`config.mk`:
```
export PLATFORM = sky130hd
export DESIGN_NAME = mul_share_ctrl_flat
export DESIGN_NICKNAME = d
export VERILOG_FILES = /design/src/rtl/mul_share_ctrl_if.sv /design/src/rtl/mul_share_ctrl.sv /design/src/flat_wrapper.sv
export SDC_FILE = /design/constraint.sdc
export NUM_CORES = 1
export LEC_CHECK = 0
export BUFFER_PORTS_ARGS = -buffer_cell sky130_fd_sc_hd__buf_4
export CAP_MARGIN = 20
export CORE_ASPECT_RATIO = 0.5
export CORE_UTILIZATION = 25
export CTS_BUF_LIST = sky130_fd_sc_hd__clkbuf_4
export DETAILED_ROUTE_END_ITERATION = 12
export SLEW_MARGIN = 20
export SYNTH_ARGS = -nofsm -noshare
export SYNTH_HDL_FRONTEND = slang
export SYNTH_SLANG_ARGS = --single-unit
```
`constraint.sdc`:
```
create_clock -name clk -period 2.1 [get_ports clk]
set_clock_uncertainty 0.1 [all_clocks]
set_input_delay 0.105 -clock clk [delete_from_list [all_inputs] [get_ports clk]]
set_output_delay 0.105 -clock clk [all_outputs]
set_load 0.05 [all_outputs]
```
`src/rtl/mul_share_ctrl_if.sv`:
```
`default_nettype none
// =============================================================================
// Module   : mul_share_ctrl_if
// Purpose  : Requester bus plus shared-multiplier datapath bus for mul_share_ctrl.
// Revision : 1.0 - initial release
// =============================================================================
interface mul_share_ctrl_if #(
    parameter int NREQ  = 4,
    parameter int WIDTH = 16
) ();
    logic [NREQ-1:0]       req;
    logic [NREQ*WIDTH-1:0] a_in;
    logic [NREQ*WIDTH-1:0] b_in;
    logic [NREQ-1:0]       grant;
    logic                  done;
    logic [WIDTH-1:0]      result;
    logic                  busy;
    logic [WIDTH-1:0]      dp_data;
    logic                  ldA;
    logic                  ldB;
    logic                  ldP;
    logic                  clrP;
    logic                  decB;
    logic                  eqz;
    logic [WIDTH-1:0]      dp_prod;

    // The controller side.
    modport slave (
        input  req, a_in, b_in, eqz, dp_prod,
        output grant, done, result, busy, dp_data, ldA, ldB, ldP, clrP, decB
    );

    // The requesters plus datapath side.
    modport master (
        output req, a_in, b_in, eqz, dp_prod,
        input  grant, done, result, busy, dp_data, ldA, ldB, ldP, clrP, decB
    );
endinterface
`default_nettype wire

```
`src/rtl/mul_share_ctrl.sv`:
```
`default_nettype none
// =============================================================================
// Module   : mul_share_ctrl
// Purpose  : Round-robin arbiter/sequencer sharing one repeated-addition
//            multiplier datapath among NREQ requesters. Optional operand swap
//            (smaller operand iterated) enabled by define MUL_SHARE_SWAP_EN.
// Revision : 1.0 - initial release
// =============================================================================
module mul_share_ctrl #(
    parameter int NREQ  = 4,
    parameter int WIDTH = 16
) (
    input  logic             clk,
    input  logic             rst_n,
    mul_share_ctrl_if.slave  bus
);
    localparam int IDXW = (NREQ > 1) ? $clog2(NREQ) : 1;

    typedef enum logic [2:0] {
        S_IDLE   = 3'd0,
        S_LOAD_A = 3'd1,
        S_LOAD_B = 3'd2,
        S_RUN    = 3'd3,
        S_DONE   = 3'd4
    } state_t;

    state_t            r_state;
    state_t            w_next;
    logic [IDXW-1:0]   r_win;
    logic [IDXW-1:0]   r_last;
    logic [IDXW-1:0]   w_pick;
    logic              w_found;
    int                w_idx;
    logic              r_swap;
    logic              w_swap;
    logic [WIDTH-1:0]  r_result;
    logic [WIDTH-1:0]  w_a_win;
    logic [WIDTH-1:0]  w_b_win;
    logic [WIDTH-1:0]  w_dp_data;
    logic              w_ldA;
    logic              w_ldB;
    logic              w_ldP;
    logic              w_clrP;
    logic              w_decB;

    // Round-robin search starting one past the last winner, wrapping modulo NREQ.
    always_comb begin
        w_found = 1'b0;
        w_pick  = r_last;
        w_idx   = 0;
        for (int k = 1; k <= NREQ; k++) begin
            w_idx = (int'(r_last) + k) % NREQ;
            if (!w_found && bus.req[w_idx[IDXW-1:0]]) begin
                w_found = 1'b1;
                w_pick  = w_idx[IDXW-1:0];
            end
        end
    end

`ifdef MUL_SHARE_SWAP_EN
    logic [WIDTH-1:0] w_a_pick;
    logic [WIDTH-1:0] w_b_pick;
    assign w_a_pick = bus.a_in[w_pick*WIDTH +: WIDTH];
    assign w_b_pick = bus.b_in[w_pick*WIDTH +: WIDTH];
    // Iterating on the smaller operand shortens RUN; the product is commutative.
    assign w_swap   = (w_b_pick > w_a_pick);
`else
    assign w_swap   = 1'b0;
`endif

    assign w_a_win = bus.a_in[r_win*WIDTH +: WIDTH];
    assign w_b_win = bus.b_in[r_win*WIDTH +: WIDTH];

    always_ff @(posedge clk or negedge rst_n) begin
        if (!rst_n) begin
            r_state <= S_IDLE;
        end else begin
            r_state <= w_next;
        end
    end

    always_ff @(posedge clk or negedge rst_n) begin
        if (!rst_n) begin
            r_win    <= '0;
            r_last   <= IDXW'(NREQ - 1);
            r_swap   <= 1'b0;
            r_result <= '0;
        end else begin
            if (r_state == S_IDLE && w_found) begin
                r_win  <= w_pick;
                r_last <= w_pick;
                r_swap <= w_swap;
            end
            if (r_state == S_RUN && bus.eqz) begin
                r_result <= bus.dp_prod;
            end
        end
    end

    always_comb begin
        w_next    = r_state;
        w_dp_data = '0;
        w_ldA     = 1'b0;
        w_ldB     = 1'b0;
        w_ldP     = 1'b0;
        w_clrP    = 1'b0;
        w_decB    = 1'b0;
        case (r_state)
            S_IDLE: begin
                if (w_found) begin
                    w_next = S_LOAD_A;
                end
            end
            S_LOAD_A: begin
                w_dp_data = r_swap ? w_b_win : w_a_win;
                w_ldA     = 1'b1;
                w_next    = S_LOAD_B;
            end
            S_LOAD_B: begin
                w_dp_data = r_swap ? w_a_win : w_b_win;
                w_ldB     = 1'b1;
                w_clrP    = 1'b1;
                w_next    = S_RUN;
            end
            S_RUN: begin
                if (bus.eqz) begin
                    w_next = S_DONE;
                end else begin
                    w_ldP  = 1'b1;
                    w_decB = 1'b1;
                end
            end
            S_DONE: begin
                w_next = S_IDLE;
            end
            default: begin
                w_next = S_IDLE;
            end
        endcase
    end

    // Outputs decode straight from state so asynchronous reset clears them at once.
    assign bus.grant   = (r_state != S_IDLE) ? (NREQ'(1) << r_win) : '0;
    assign bus.done    = (r_state == S_DONE);
    assign bus.busy    = (r_state != S_IDLE);
    assign bus.result  = r_result;
    assign bus.dp_data = w_dp_data;
    assign bus.ldA     = w_ldA;
    assign bus.ldB     = w_ldB;
    assign bus.ldP     = w_ldP;
    assign bus.clrP    = w_clrP;
    assign bus.decB    = w_decB;
endmodule
`default_nettype wire
```
`src/flat_wrapper.sv`:
```
// flat-port wrapper written by rule: the top's interface ports become plain ports
module mul_share_ctrl_flat 
#(
    parameter int NREQ  = 4,
    parameter int WIDTH = 16
)
  (clk, rst_n, bus_req, bus_a_in, bus_b_in, bus_eqz, bus_dp_prod, bus_grant, bus_done, bus_result, bus_busy, bus_dp_data, bus_ldA, bus_ldB, bus_ldP, bus_clrP, bus_decB);
  mul_share_ctrl_if #(.NREQ(NREQ), .WIDTH(WIDTH)) bus_i ();
  input  logic clk;
  input  logic rst_n;
  input wire logic [$bits(bus_i.req)-1:0] bus_req;
  input wire logic [$bits(bus_i.a_in)-1:0] bus_a_in;
  input wire logic [$bits(bus_i.b_in)-1:0] bus_b_in;
  input wire logic [$bits(bus_i.eqz)-1:0] bus_eqz;
  input wire logic [$bits(bus_i.dp_prod)-1:0] bus_dp_prod;
  output wire logic [$bits(bus_i.grant)-1:0] bus_grant;
  output wire logic [$bits(bus_i.done)-1:0] bus_done;
  output wire logic [$bits(bus_i.result)-1:0] bus_result;
  output wire logic [$bits(bus_i.busy)-1:0] bus_busy;
  output wire logic [$bits(bus_i.dp_data)-1:0] bus_dp_data;
  output wire logic [$bits(bus_i.ldA)-1:0] bus_ldA;
  output wire logic [$bits(bus_i.ldB)-1:0] bus_ldB;
  output wire logic [$bits(bus_i.ldP)-1:0] bus_ldP;
  output wire logic [$bits(bus_i.clrP)-1:0] bus_clrP;
  output wire logic [$bits(bus_i.decB)-1:0] bus_decB;
  assign bus_i.req = bus_req;
  assign bus_i.a_in = bus_a_in;
  assign bus_i.b_in = bus_b_in;
  assign bus_i.eqz = bus_eqz;
  assign bus_i.dp_prod = bus_dp_prod;
  assign bus_grant = bus_i.grant;
  assign bus_done = bus_i.done;
  assign bus_result = bus_i.result;
  assign bus_busy = bus_i.busy;
  assign bus_dp_data = bus_i.dp_data;
  assign bus_ldA = bus_i.ldA;
  assign bus_ldB = bus_i.ldB;
  assign bus_ldP = bus_i.ldP;
  assign bus_clrP = bus_i.clrP;
  assign bus_decB = bus_i.decB;
  mul_share_ctrl #(.NREQ(NREQ), .WIDTH(WIDTH)) u_core (.clk(clk), .rst_n(rst_n), .bus(bus_i));
endmodule
```
# ---- Word-level counts from Yosys, hierarchy flattened
# Index checks and enable logic that the tools add are counted.
# Widths: inputs -> output; s select.
dict set report word_totals {
  reg_bits 23
  in_bits 151
  out_inout_bits 43
}
dict set report classes {
  addsub 4
  magnitude_cmp 4
  mux 25
  n_reduce_logical 11
  shifts 3
  eq_ne 6
}
# op count
set ops {}
lappend ops {{$shiftx 64x7->16} 2}
lappend ops {{$pmux 16 s2} 1}
lappend ops {{$lt 2x3->1 const B} 4}
lappend ops {{$mux 1} 12}
lappend ops {{$pmux 3 s4} 1}
lappend ops {{$bmux 1 s2} 4}
lappend ops {{$mux 2} 4}
lappend ops {{$eq 3x2->1 const B} 2}
lappend ops {{$mux 3} 2}
lappend ops {{$logic_and 1x1->1} 5}
lappend ops {{$add 2x1->2 const B} 2}
lappend ops {{$add 2x2->2 const B} 2}
lappend ops {{$mux 4} 1}
lappend ops {{$shl 1x2->4 const A} 1}
lappend ops {{$eq 3x1->1 const B} 1}
lappend ops {{$eq 3x3->1 const B} 1}
lappend ops {{$logic_not 1->1} 3}
lappend ops {{$logic_not 3->1} 1}
lappend ops {{$reduce_bool 3->1} 1}
lappend ops {{$ne 2x1->1 const B} 1}
lappend ops {{$ne 2x2->1 const B} 1}
lappend ops {{$reduce_and 2->1} 1}

# ---- Longest topological paths before layout
# Gate-level depths: netlist of the first run.
dict set report logic_depth {
  word_depth 15
  depth_mapped 5
}

# ---- Least setup slack after synthesis of the first run
# Ideal clock, no wire load.
dict set report synth_timing {
  kind {flip-flop to output port}
  startpoint {reg u_core.r_win[0]}
  endpoint {out bus_grant[2]}
  t_required_ps 1895
  stages_incl_launch_ff 5
  slack_ps -209
  t_arrival_ps 2104
  path_buffers 3
  cell_sequence {dfrtp_1 -> buf_2 -> clkbuf_1 -> buf_2 -> nor3b_1}
}
dict set report synth_between {
  elab_chain_len 2
}
# item line_no
set synth_lines {}
lappend synth_lines {{from (decl)} mul_share_ctrl.sv:29} ;# logic [IDXW-1:0] r_win;
lappend synth_lines {{from (signal assigned)} mul_share_ctrl.sv:90} ;# r_win <= w_pick;
lappend synth_lines {{$shl 1x2->4} mul_share_ctrl.sv:143} ;# assign bus.grant = (r_state != S_IDLE) ? (NREQ'(1) << r_win) : '0;
lappend synth_lines {{$mux 4} mul_share_ctrl.sv:143}
lappend synth_lines {{to (decl)} flat_wrapper.sv:16} ;# output wire logic [$bits(bus_i.grant)-1:0] bus_grant;
# Every way passes these cells.

# ---- Final worst setup path of the first run
dict set report layout_timing {
  startpoint {reg u_core.r_state[2]}
  endpoint {out bus_dp_data[6]}
}
dict set report layout_between {
  elab_chain_len 2
  word_cells_on_any_way 3
}
# item line_no
set layout_lines {}
lappend layout_lines {{from (decl)} mul_share_ctrl.sv:27} ;# state_t r_state;
lappend layout_lines {{from (signal assigned)} mul_share_ctrl.sv:78} ;# r_state <= w_next;
lappend layout_lines {{$eq 3x2->1 or $eq 3x1->1 (tied branches)} mul_share_ctrl.sv:108} ;# case (r_state)
lappend layout_lines {{$pmux 16 s2 *} mul_share_ctrl.sv:108}
lappend layout_lines {{to (decl)} flat_wrapper.sv:20} ;# output wire logic [$bits(bus_i.dp_data)-1:0] bus_dp_data;
# Mark *: on every way between the ends. The rest lies on a longest branch, timed or not.

==> results.sh, run 1 <==
export IMPL_cts_htree_levels=1
export IMPL_synthCells=195
export IMPL_wire_length_of_the_first_global_routing_pass_microns=12600
export IMPL_synthesis_area_sq_mm=0.00210
export IMPL_report_final_setup_viol=1
export IMPL_cts_tree="built"
export IMPL_dr_pass1_iters=4
export IMPL_num_rows=23
export IMPL_cellPowerDensity_mw_per_mm2=1650
export IMPL_vias=2487
export IMPL_finalNetCount=562
export IMPL_routabilityCongestion=0.780
export IMPL_drt_iter0_markers=97
export IMPL_worst_ir_drop_vdd_uv=1020
export IMPL_rr_startpoint="u_core.r_state[2]$_DFFE_PN0P_"
export IMPL_met2WireLength_microns=4710
export IMPL_final_period_utilization_pct=100
export IMPL_timing_hold_worst_class="in2reg"
export IMPL_fmaxAchievable_mhz=474
export IMPL_slew_viol_final=0
export IMPL_timing_reg2reg_setup_slack_ns=0.27
export IMPL_final_setup_worst_slack_ns=-0.00894
export IMPL_clk_slew_on_worst_s_h_paths_ns=0.13
export IMPL_reg_to_reg_end="u_core.bus.result[4]$_DFFE_PN0P_"
export IMPL_status="complete, but fails checks"
export IMPL_worst_ep_arrival_time_ns=1.90
export IMPL_yosys_warnings=0
export IMPL_slew_headroom_pct=61.2
export IMPL_synth_area_leaders="dfrtp_1 (25%), mux2i_1 (23%), mux2_2 (8.6%)"
export IMPL_postSynthRegisterBits=23
export IMPL_clk_path_buf_depth=2
export IMPL_whs_endpoint="u_core.r_last[0]$_DFFE_PN1P_"
export IMPL_initial_core_util_pct=26.1
export IMPL_detail_route_drc_violations=0
export IMPL_cts_buffers_inserted=3
export IMPL_floorplan_core_area_sq_mm=0.00806
export IMPL_worstPathRequired_ns=1.89
export IMPL_pin_count=194
export IMPL_mostFrequentLayoutCells="buf_4 (189), mux2i_1 (49), dlygate4sd3_1 (19)"
export IMPL_syn_to_final_growth_pct=99.8
export IMPL_hold_path_startpoint="bus_req[2]"
export IMPL_place_inst=489
export IMPL_tightestPinTransition_ns=0.580
export IMPL_synth_largest_area_cell="dfrtp_1"
export IMPL_pin_count_of_the_biggest_net_entering_global_routing=46
export IMPL_mostFrequentLayoutCell="buf_4"
export IMPL_clock_root_buffer="clkbuf_4"
export IMPL_die_width_microns=132
export IMPL_pre_cts_ws_ns=0.275
export IMPL_overflow=0
export IMPL_cp_start_kind="flip-flop"
export IMPL_critPathMaxFanout=14
export IMPL_die_height_microns=66.8
export IMPL_die_area_sq_mm=0.00879
export IMPL_yosysSeqAreaShare_pct=27.5
export IMPL_synth_cell_types=34
export IMPL_cts_num_sinks=23
export IMPL_grt_pass1_vias=2563
export IMPL_timing_setup_critical_path_class="reg2out"
export IMPL_grt_setup_unrepaired="yes"
export IMPL_track_usage_pct=18.1
export IMPL_final_critical_path_required_period_ns=2.11
export IMPL_final_instance_count_excl_fill=522
export IMPL_routed_wl_met3_microns=303
export IMPL_failing_checks="negative setup slack"
export IMPL_detail_route_antenna_nets=0
export IMPL_antenna_cells_inserted=0
export IMPL_max_cap_violations=0
export IMPL_wire_per_inst_microns=16.6
export IMPL_syn_area_per_cell_sq_um=10.8
export IMPL_worst_skew_pair_later_pin_latency_ns=0.31
export IMPL_synth_net_count=346
export IMPL_grt_antenna_before_repair=0
export IMPL_finalHoldWorstSlack_ns=0.0283
export IMPL_leakagePower_uw=0.00202
export IMPL_aggregate_routed_wire_length_microns=8640
export IMPL_reg2regPathDepth=3
export IMPL_top_layer_used="met4"
export IMPL_post_dp_hpwl_microns=6680
export IMPL_drt_vias_per_instance=4.76
export IMPL_hold_violations=0
export IMPL_end_kind="primary output"
export IMPL_drive_gt1_share_pct=65.9
export IMPL_min_path_cells=3
export IMPL_yosys_area_top_type_share_pct=25.0
export IMPL_route_layer_met1_wl_microns=3580
export IMPL_place_port_buffers=193
## routing by layer
| metal | vias to the layer above | GRT usage [%] |
|---|---|---|
| met1 | 1218 | 22.2 |
| met2 | 61 | 35.2 |
| li1 | 1202 | - |
| met4 | 0 | 1.89 |
| met5 | - | 0 |
| met3 | 6 | 2.28 |
## flip-flops by register name, summed over array words and instances, names as in the netlist
register and flops:
u_core.r_state 3, u_core.bus.result 16, u_core.r_win 2, u_core.r_last 2
## area by class of cell
cell class / count / area (sq um)
Clock buffer: 3 / 22.5
Clock inverter: 1 / 5.00
Fill cell: 728 / 3860
Inverter: 6 / 26.3
Multi-Input combinational cell: 146 / 1490
Sequential cell: 23 / 583
Tap cell: 112 / 140
Timing Repair Buffer: 231 / 1920
## cell families after synthesis
logic type / after synthesis / share of synthesized area [%]
AOI/OAI and AO/OA: 50 / 18.1
buffers and inverters: 26 / 6.91
DFF: 23 / 27.5
muxes: 73 / 40.5
and+or+nand+nor: 23 / 6.91
## through the flow
stage	total power (uW)	setup TNS, ns	utilization [%]	instance area, sq um
final	6900	-0.00894	52.1	4200
after global routing	7240	-0.809	52.1	4200
after CTS	6500	-0.0943	49.8	4020
after detailed placement	5920	0	45.5	3670
after global placement	5830	0	45.5	3670
after floorplan	4510	0	-	2110
## synth_stat cells (all sizes together)
| cell type | n |
|---|---|
| o221ai | 12 |
| nor3b | 3 |
| o2bb2ai | 2 |
| nand2b | 2 |
| a21oi | 2 |
| a311o | 1 |
| o31ai | 1 |
| dfrtp | 21 |
| o311a | 1 |
| or3b | 2 |
| nor3 | 2 |
| or4 | 1 |
| mux2i | 49 |
| a22o | 4 |
| inv | 6 |
| clkbuf | 3 |
| mux2 | 16 |
| dfstp | 2 |
| nand3b | 1 |
| and3 | 1 |
| a21o | 1 |
| nor2 | 3 |
| o21a | 12 |
| or2 | 3 |
| nand3 | 1 |
| o22ai | 12 |
| buf | 17 |
| a31oi | 2 |
| nand4b | 1 |
| mux4 | 8 |
| nand2 | 3 |
## worst max-delay path, cell delays in order, from the launching register on
cell and delay [ns]:
dfrtp_1 0.43, or3b_4 0.45, buf_12 0.17, o221ai_2 0.18, o21a_1 0.19, buf_6 0.17
## worst max-delay path by stage
stage | from | end | cells past startpoint
floorplan | u_core.r_state[1]$_DFFE_PN0P_ | bus_grant[3] | 3
global placement | u_core.r_state[1]$_DFFE_PN0P_ | bus_dp_data[9] | 5
detailed placement | u_core.r_state[1]$_DFFE_PN0P_ | bus_dp_data[13] | 5
CTS | u_core.r_state[1]$_DFFE_PN0P_ | bus_dp_data[13] | 5
global route | u_core.r_state[0]$_DFFE_PN0P_ | bus_dp_data[9] | 5
finish | u_core.r_state[2]$_DFFE_PN0P_ | bus_dp_data[6] | 5
## timing repair
item,4_1_cts,5_1_grt
endpoints found under the hold margin,42,0
pin swaps,0,1
resized for setup,16,30
setup buffers,6,3
setup endpoints to repair,16,16
hold buffers,19,0
gates cloned,1,0
## where the power goes
group          leakage, uW  internal, uW  switching (uW)
logic              0.00173          2450            3400
registers         0.000267           689             162
clock network    0.0000177          71.2             136
No activity file was read; power rests on OpenSTA's default activity.
==> inputs of run 2 (changes only) <==
PLACE_DENSITY_LB_ADDON = 0.3   (was default)
SKIP_LAST_GASP = 1   (was default)
==> results.sh, run 2 (same netlist as run 1, synthesis figures left out) <==
export IMPL_post_dp_hpwl_microns=6440
export IMPL_register_area_sq_um=584
export IMPL_grt_pass1_vias=2554
export IMPL_failing_checks="negative setup slack"
export IMPL_vias=2468
export IMPL_final_critical_path_required_period_ns=2.10
export IMPL_final_instance_count_excl_fill=516
export IMPL_cts_tree="built"
export IMPL_max_cap_violations=0
export IMPL_slew_viol_final=0
export IMPL_worst_ir_drop_vdd_uv=804
export IMPL_syn_to_final_growth_pct=92.3
export IMPL_pre_cts_ws_ns=0.223
export IMPL_clk_path_buf_depth=2
export IMPL_worstPathCellList="or3b_4, buf_12, o221ai_1, o21a_1, buf_6"
export IMPL_overflow=0
export IMPL_status="complete, but fails checks"
export IMPL_detail_route_drc_violations=0
export IMPL_leakagePower_uw=0.00195
export IMPL_grt_setup_unrepaired="yes"
export IMPL_report_final_setup_viol=1
export IMPL_final_setup_worst_slack_ns=-0.00147
export IMPL_pin_count_of_the_biggest_net_entering_global_routing=30
export IMPL_place_inst=488
export IMPL_clk_slew_on_worst_s_h_paths_ns=0.13
export IMPL_multi_input_logic_area_sq_mm=0.00142
export IMPL_end_kind="primary output"
export IMPL_setup_tns_final_ns=-0.00147
export IMPL_finished_cell_area_sq_mm=0.00404
export IMPL_critPathMaxFanout=26
export IMPL_die_area_sq_mm=0.00879
export IMPL_crit_slowest_cell="dfrtp_2"
export IMPL_floorplan_core_area_sq_mm=0.00806
export IMPL_startpoint="u_core.r_state[2]$_DFFE_PN0P_"
export IMPL_total_power_uw=6520
export IMPL_largest_reg_flops=16
export IMPL_aggregate_routed_wire_length_microns=8110
export IMPL_rr_startpoint="u_core.r_state[2]$_DFFE_PN0P_"
export IMPL_slowest_delay_ns=0.46
export IMPL_fmaxAchievable_mhz=476
export IMPL_dr_pass1_iters=4
export IMPL_hold_violations=0
export IMPL_nFillCells=756
export IMPL_pin_count=194
export IMPL_die_width_microns=132
export IMPL_routabilityCongestion=0.833
export IMPL_cellPowerDensity_mw_per_mm2=1610
export IMPL_cts_num_sinks=23
export IMPL_finalNetCount=556
export IMPL_final_period_utilization_pct=100
export IMPL_mostFrequentLayoutCells="buf_4 (188), mux2i_1 (49), dlygate4sd3_1 (19)"
export IMPL_detail_route_antenna_nets=0
export IMPL_die_height_microns=66.8
export IMPL_slew_headroom_pct=62.3
export IMPL_wire_length_of_the_first_global_routing_pass_microns=12100
export IMPL_worst_skew_pair_later_pin_latency_ns=0.30
export IMPL_wire_per_inst_microns=15.7
export IMPL_worst_path_dominant_cell_family="flip-flops"
export IMPL_hold_path_startpoint="bus_req[2]"
export IMPL_cts_htree_levels=1
export IMPL_dpl_cell_area_sq_mm=0.00367
export IMPL_drt_vias_per_instance=4.78
export IMPL_drt_iter0_markers=125
export IMPL_place_port_buffers=193
export IMPL_initial_core_util_pct=26.1
export IMPL_timing_hold_worst_class="in2reg"
export IMPL_worstPathRequired_ns=1.89
export IMPL_antenna_cells_inserted=0
export IMPL_worst_path_buf_inv=2
export IMPL_mostFrequentLayoutCell="buf_4"
export IMPL_worst_ep_arrival_time_ns=1.90
export IMPL_drive_gt1_share_pct=63.1
export IMPL_track_usage_pct=17.0
export IMPL_tightestPinTransition_ns=0.564
export IMPL_cts_buffers_inserted=3
export IMPL_cp_start_kind="flip-flop"
export IMPL_num_rows=23
export IMPL_grt_antenna_before_repair=0
export IMPL_timing_setup_critical_path_class="reg2out"
export IMPL_clock_root_buffer="clkbuf_4"
[run 2: cell count changes in the layout (fill, tap and decap cells not counted), moves of 4 or more]
cell,delta
o22ai_1,+4
o221ai_1,+6
o221ai_2,-5
buf_6,-4
o22ai_2,-4
[run 2: worst reg2reg max path: stages, from the launching register on]
cell and delay [ns]:
dfrtp_2 0.46, nand4b_2 0.57, mux2_2 0.46
[run 2: report_power, final]
| group | total (uW) | switching (uW) | internal, uW |
|---|---|---|---|
| combinational | 5460 | 3240 | 2220 |
| clock | 200 | 129 | 71.0 |
| sequential | 861 | 171 | 689 |
[run 2: area by class of cell]
type | count | area share [%]
Timing Repair Buffer | 225 | 45.6
Multi-Input combinational cell | 146 | 35.2
Sequential cell | 23 | 14.5
Tap cell | 112 | 3.47
Inverter | 6 | 0.651
Clock buffer | 3 | 0.558
Clock inverter | 1 | 0.124
[run 2: metrics by stage]
stage / hold slack, ns / utilization (%)
2_1_floorplan: -0.291 / -
3_3_place_gp: -0.0958 / 45.6
3_5_place_dp: -0.0835 / 45.6
4_1_cts: 0.0177 / 49.5
5_1_grt: 0.00952 / 50.1
6_report: 0.0308 / 50.1
[run 2: path summary, 6_finish.rpt]
path / to / slack (ns) / cells after the start
max: bus_dp_data[6] / -0.001 / 5
min in group asynchronous: u_core.bus.result[7]$_DFFE_PN0P_ / 0.12 / 2
max in group asynchronous: u_core.r_last[1]$_DFFE_PN1P_ / 1.50 / 2
max reg2reg: u_core.bus.result[6]$_DFFE_PN0P_ / 0.39 / 2
min reg2reg: u_core.bus.result[5]$_DFFE_PN0P_ / 0.42 / 1
min: u_core.r_last[0]$_DFFE_PN1P_ / 0.03 / 3
[run 2: layer usage]
metal	global-route usage, %	share of wire (%)	vias to the layer above
met5	0	0	-
met4	2.91	1.4	0
met3	3.35	4.2	16
met2	34.1	54	74
met1	19.2	40	1189
li1	-	-	1189
[run 2: what timing repair did]
item,CTS,global route
resized for setup,21,8
buffers inserted,3,2
pin swaps,0,0
endpoints found under the hold margin,42,0
endpoints found under the setup margin,16,16
hold buffers,19,0
==> inputs of run 3 (changes only) <==
CORE_ASPECT_RATIO = default   (was 0.5)
CORE_UTILIZATION = 39   (was 25)
==> results.sh, run 3 (same netlist as run 1, synthesis figures left out) <==
export IMPL_die_width_microns=75.4
export IMPL_detail_route_antenna_nets=0
export IMPL_timing_setup_critical_path_class="reg2out"
export IMPL_wire_length_of_the_first_global_routing_pass_microns=11600
export IMPL_worstPathRequired_ns=1.89
export IMPL_register_area_sq_um=581
export IMPL_mostFrequentLayoutCells="buf_4 (192), mux2i_1 (49), dfrtp_1 (19)"
export IMPL_slew_headroom_pct=78.4
export IMPL_critPathMaxFanout=26
export IMPL_total_power_uw=6660
export IMPL_place_port_buffers=193
export IMPL_clk_path_buf_depth=2
export IMPL_largest_reg_flops=16
export IMPL_tightestPinTransition_ns=0.316
export IMPL_cp_start_kind="flip-flop"
export IMPL_pin_count_of_the_biggest_net_entering_global_routing=47
export IMPL_dr_pass1_iters=4
export IMPL_slowest_delay_ns=0.43
export IMPL_worst_ir_drop_vdd_uv=1210
export IMPL_leakagePower_uw=0.00198
export IMPL_hold_violations=0
export IMPL_grt_setup_unrepaired="yes"
export IMPL_worst_skew_pair_later_pin_latency_ns=0.31
export IMPL_initial_core_util_pct=40.8
export IMPL_multi_input_logic_area_sq_mm=0.00144
export IMPL_worstPathCellList="or3b_4, buf_12, o221ai_1, o21a_1, buf_6"
export IMPL_grt_pass1_vias=2361
export IMPL_cts_htree_levels=1
export IMPL_detail_route_drc_violations=0
export IMPL_cellPowerDensity_mw_per_mm2=1650
export IMPL_floorplan_core_area_sq_mm=0.00514
export IMPL_drt_vias_per_instance=5.44
export IMPL_final_critical_path_required_period_ns=2.09
export IMPL_status="completed"
export IMPL_final_period_utilization_pct=99.6
export IMPL_cts_buffers_inserted=3
export IMPL_antenna_cells_inserted=0
export IMPL_pin_count=194
export IMPL_grt_antenna_before_repair=0
export IMPL_clock_root_buffer="clkbuf_4"
export IMPL_die_area_sq_mm=0.00568
export IMPL_crit_slowest_cell="dfrtp_1"
export IMPL_end_kind="primary output"
export IMPL_post_dp_hpwl_microns=6260
export IMPL_vias=2598
export IMPL_worst_ep_arrival_time_ns=1.89
export IMPL_die_height_microns=75.4
export IMPL_syn_to_final_growth_pct=92.4
export IMPL_clk_slew_on_worst_s_h_paths_ns=0.12
export IMPL_routabilityCongestion=0.873
export IMPL_wire_per_inst_microns=18.2
export IMPL_finalNetCount=560
export IMPL_drive_gt1_share_pct=63.7
export IMPL_num_rows=26
export IMPL_mostFrequentLayoutCell="buf_4"
export IMPL_overflow=0
export IMPL_track_usage_pct=27.2
export IMPL_nFillCells=351
export IMPL_slew_viol_final=0
export IMPL_drt_iter0_markers=103
export IMPL_max_cap_violations=0
export IMPL_timing_hold_worst_class="in2reg"
export IMPL_setup_tns_final_ns=0
export IMPL_report_final_setup_viol=0
export IMPL_cts_tree="built"
export IMPL_cts_num_sinks=23
export IMPL_aggregate_routed_wire_length_microns=8690
export IMPL_fmaxAchievable_mhz=478
[run 3: area by class of cell]
class | instances | share of cell area [%]
clock buffers | 3 | 0.557
clock inverters | 1 | 0.124
inverters | 6 | 0.743
multi-input cells | 146 | 35.6
flip-flops and latches | 23 | 14.4
well taps | 70 | 2.17
repair buffers | 229 | 46.4
[run 3: path summary, 6_finish.rpt]
| kind | from | to | cells past startpoint | slack, ns |
|---|---|---|---|---|
| worst max register to register | u_core.r_state[1]$_DFFE_PN0P_ | u_core.r_win[0]$_DFFE_PN0P_ | 5 | 0.56 |
| min in group asynchronous | rst_n | u_core.bus.result[0]$_DFFE_PN0P_ | 2 | 0.13 |
| worst min-delay path | bus_eqz | u_core.r_state[0]$_DFFE_PN0P_ | 3 | 0.02 |
| max in group asynchronous | rst_n | u_core.r_last[0]$_DFFE_PN1P_ | 2 | 1.50 |
| worst min register to register | u_core.bus.result[8]$_DFFE_PN0P_ | u_core.bus.result[8]$_DFFE_PN0P_ | 1 | 0.42 |
| worst max-delay path | u_core.r_state[1]$_DFFE_PN0P_ | bus_dp_data[6] | 5 | 0.009 |
[run 3: routing by layer]
metal	track usage (%)	vias up	wire length, microns
met5	0	-	0
met4	8.44	0	123
met3	5.95	14	763
met2	47.3	136	4620
met1	33.6	1248	3190
li1	-	1200	-
[run 3: stage by stage]
| step | setup WS, ns | instances | hold WS (ns) | instance area (sq um) | util [%] |
|---|---|---|---|---|---|
| after floorplan | 0.000298 | 195 | -0.291 | 2110 | - |
| after global placement | 0.293 | 448 | -0.0929 | 3610 | 70.3 |
| after detailed placement | 0.288 | 448 | -0.0912 | 3610 | 70.3 |
| after CTS | 0.00450 | 474 | 0.00264 | 3860 | 75.1 |
| after global routing | -0.0581 | 478 | 0.0121 | 4040 | 78.6 |
| final | 0.00888 | 478 | 0.0164 | 4040 | 78.6 |
[run 3: report_power, final]
| group | internal, uW | switching (uW) |
|---|---|---|
| clock | 71.2 | 131 |
| combinational | 2290 | 3300 |
| sequential | 684 | 180 |
[run 3: critical path, delay by kind of cell (launching register included)]
kind / cells / cell delay, ns
AOI/OAI and AO/OA: 2 / 0.38
buffers and inverters: 2 / 0.34
DFF: 1 / 0.43
and+or+nand+nor: 1 / 0.42
[run 3: timing repair]
item / in CTS / in global routing
endpoints found under the setup margin: 16 / 18
hold buffers: 18 / 0
setup buffers: 4 / 3
hold endpoints to repair: 41 / 0
gates resized for setup: 2 / 31
gates cloned: 0 / 1
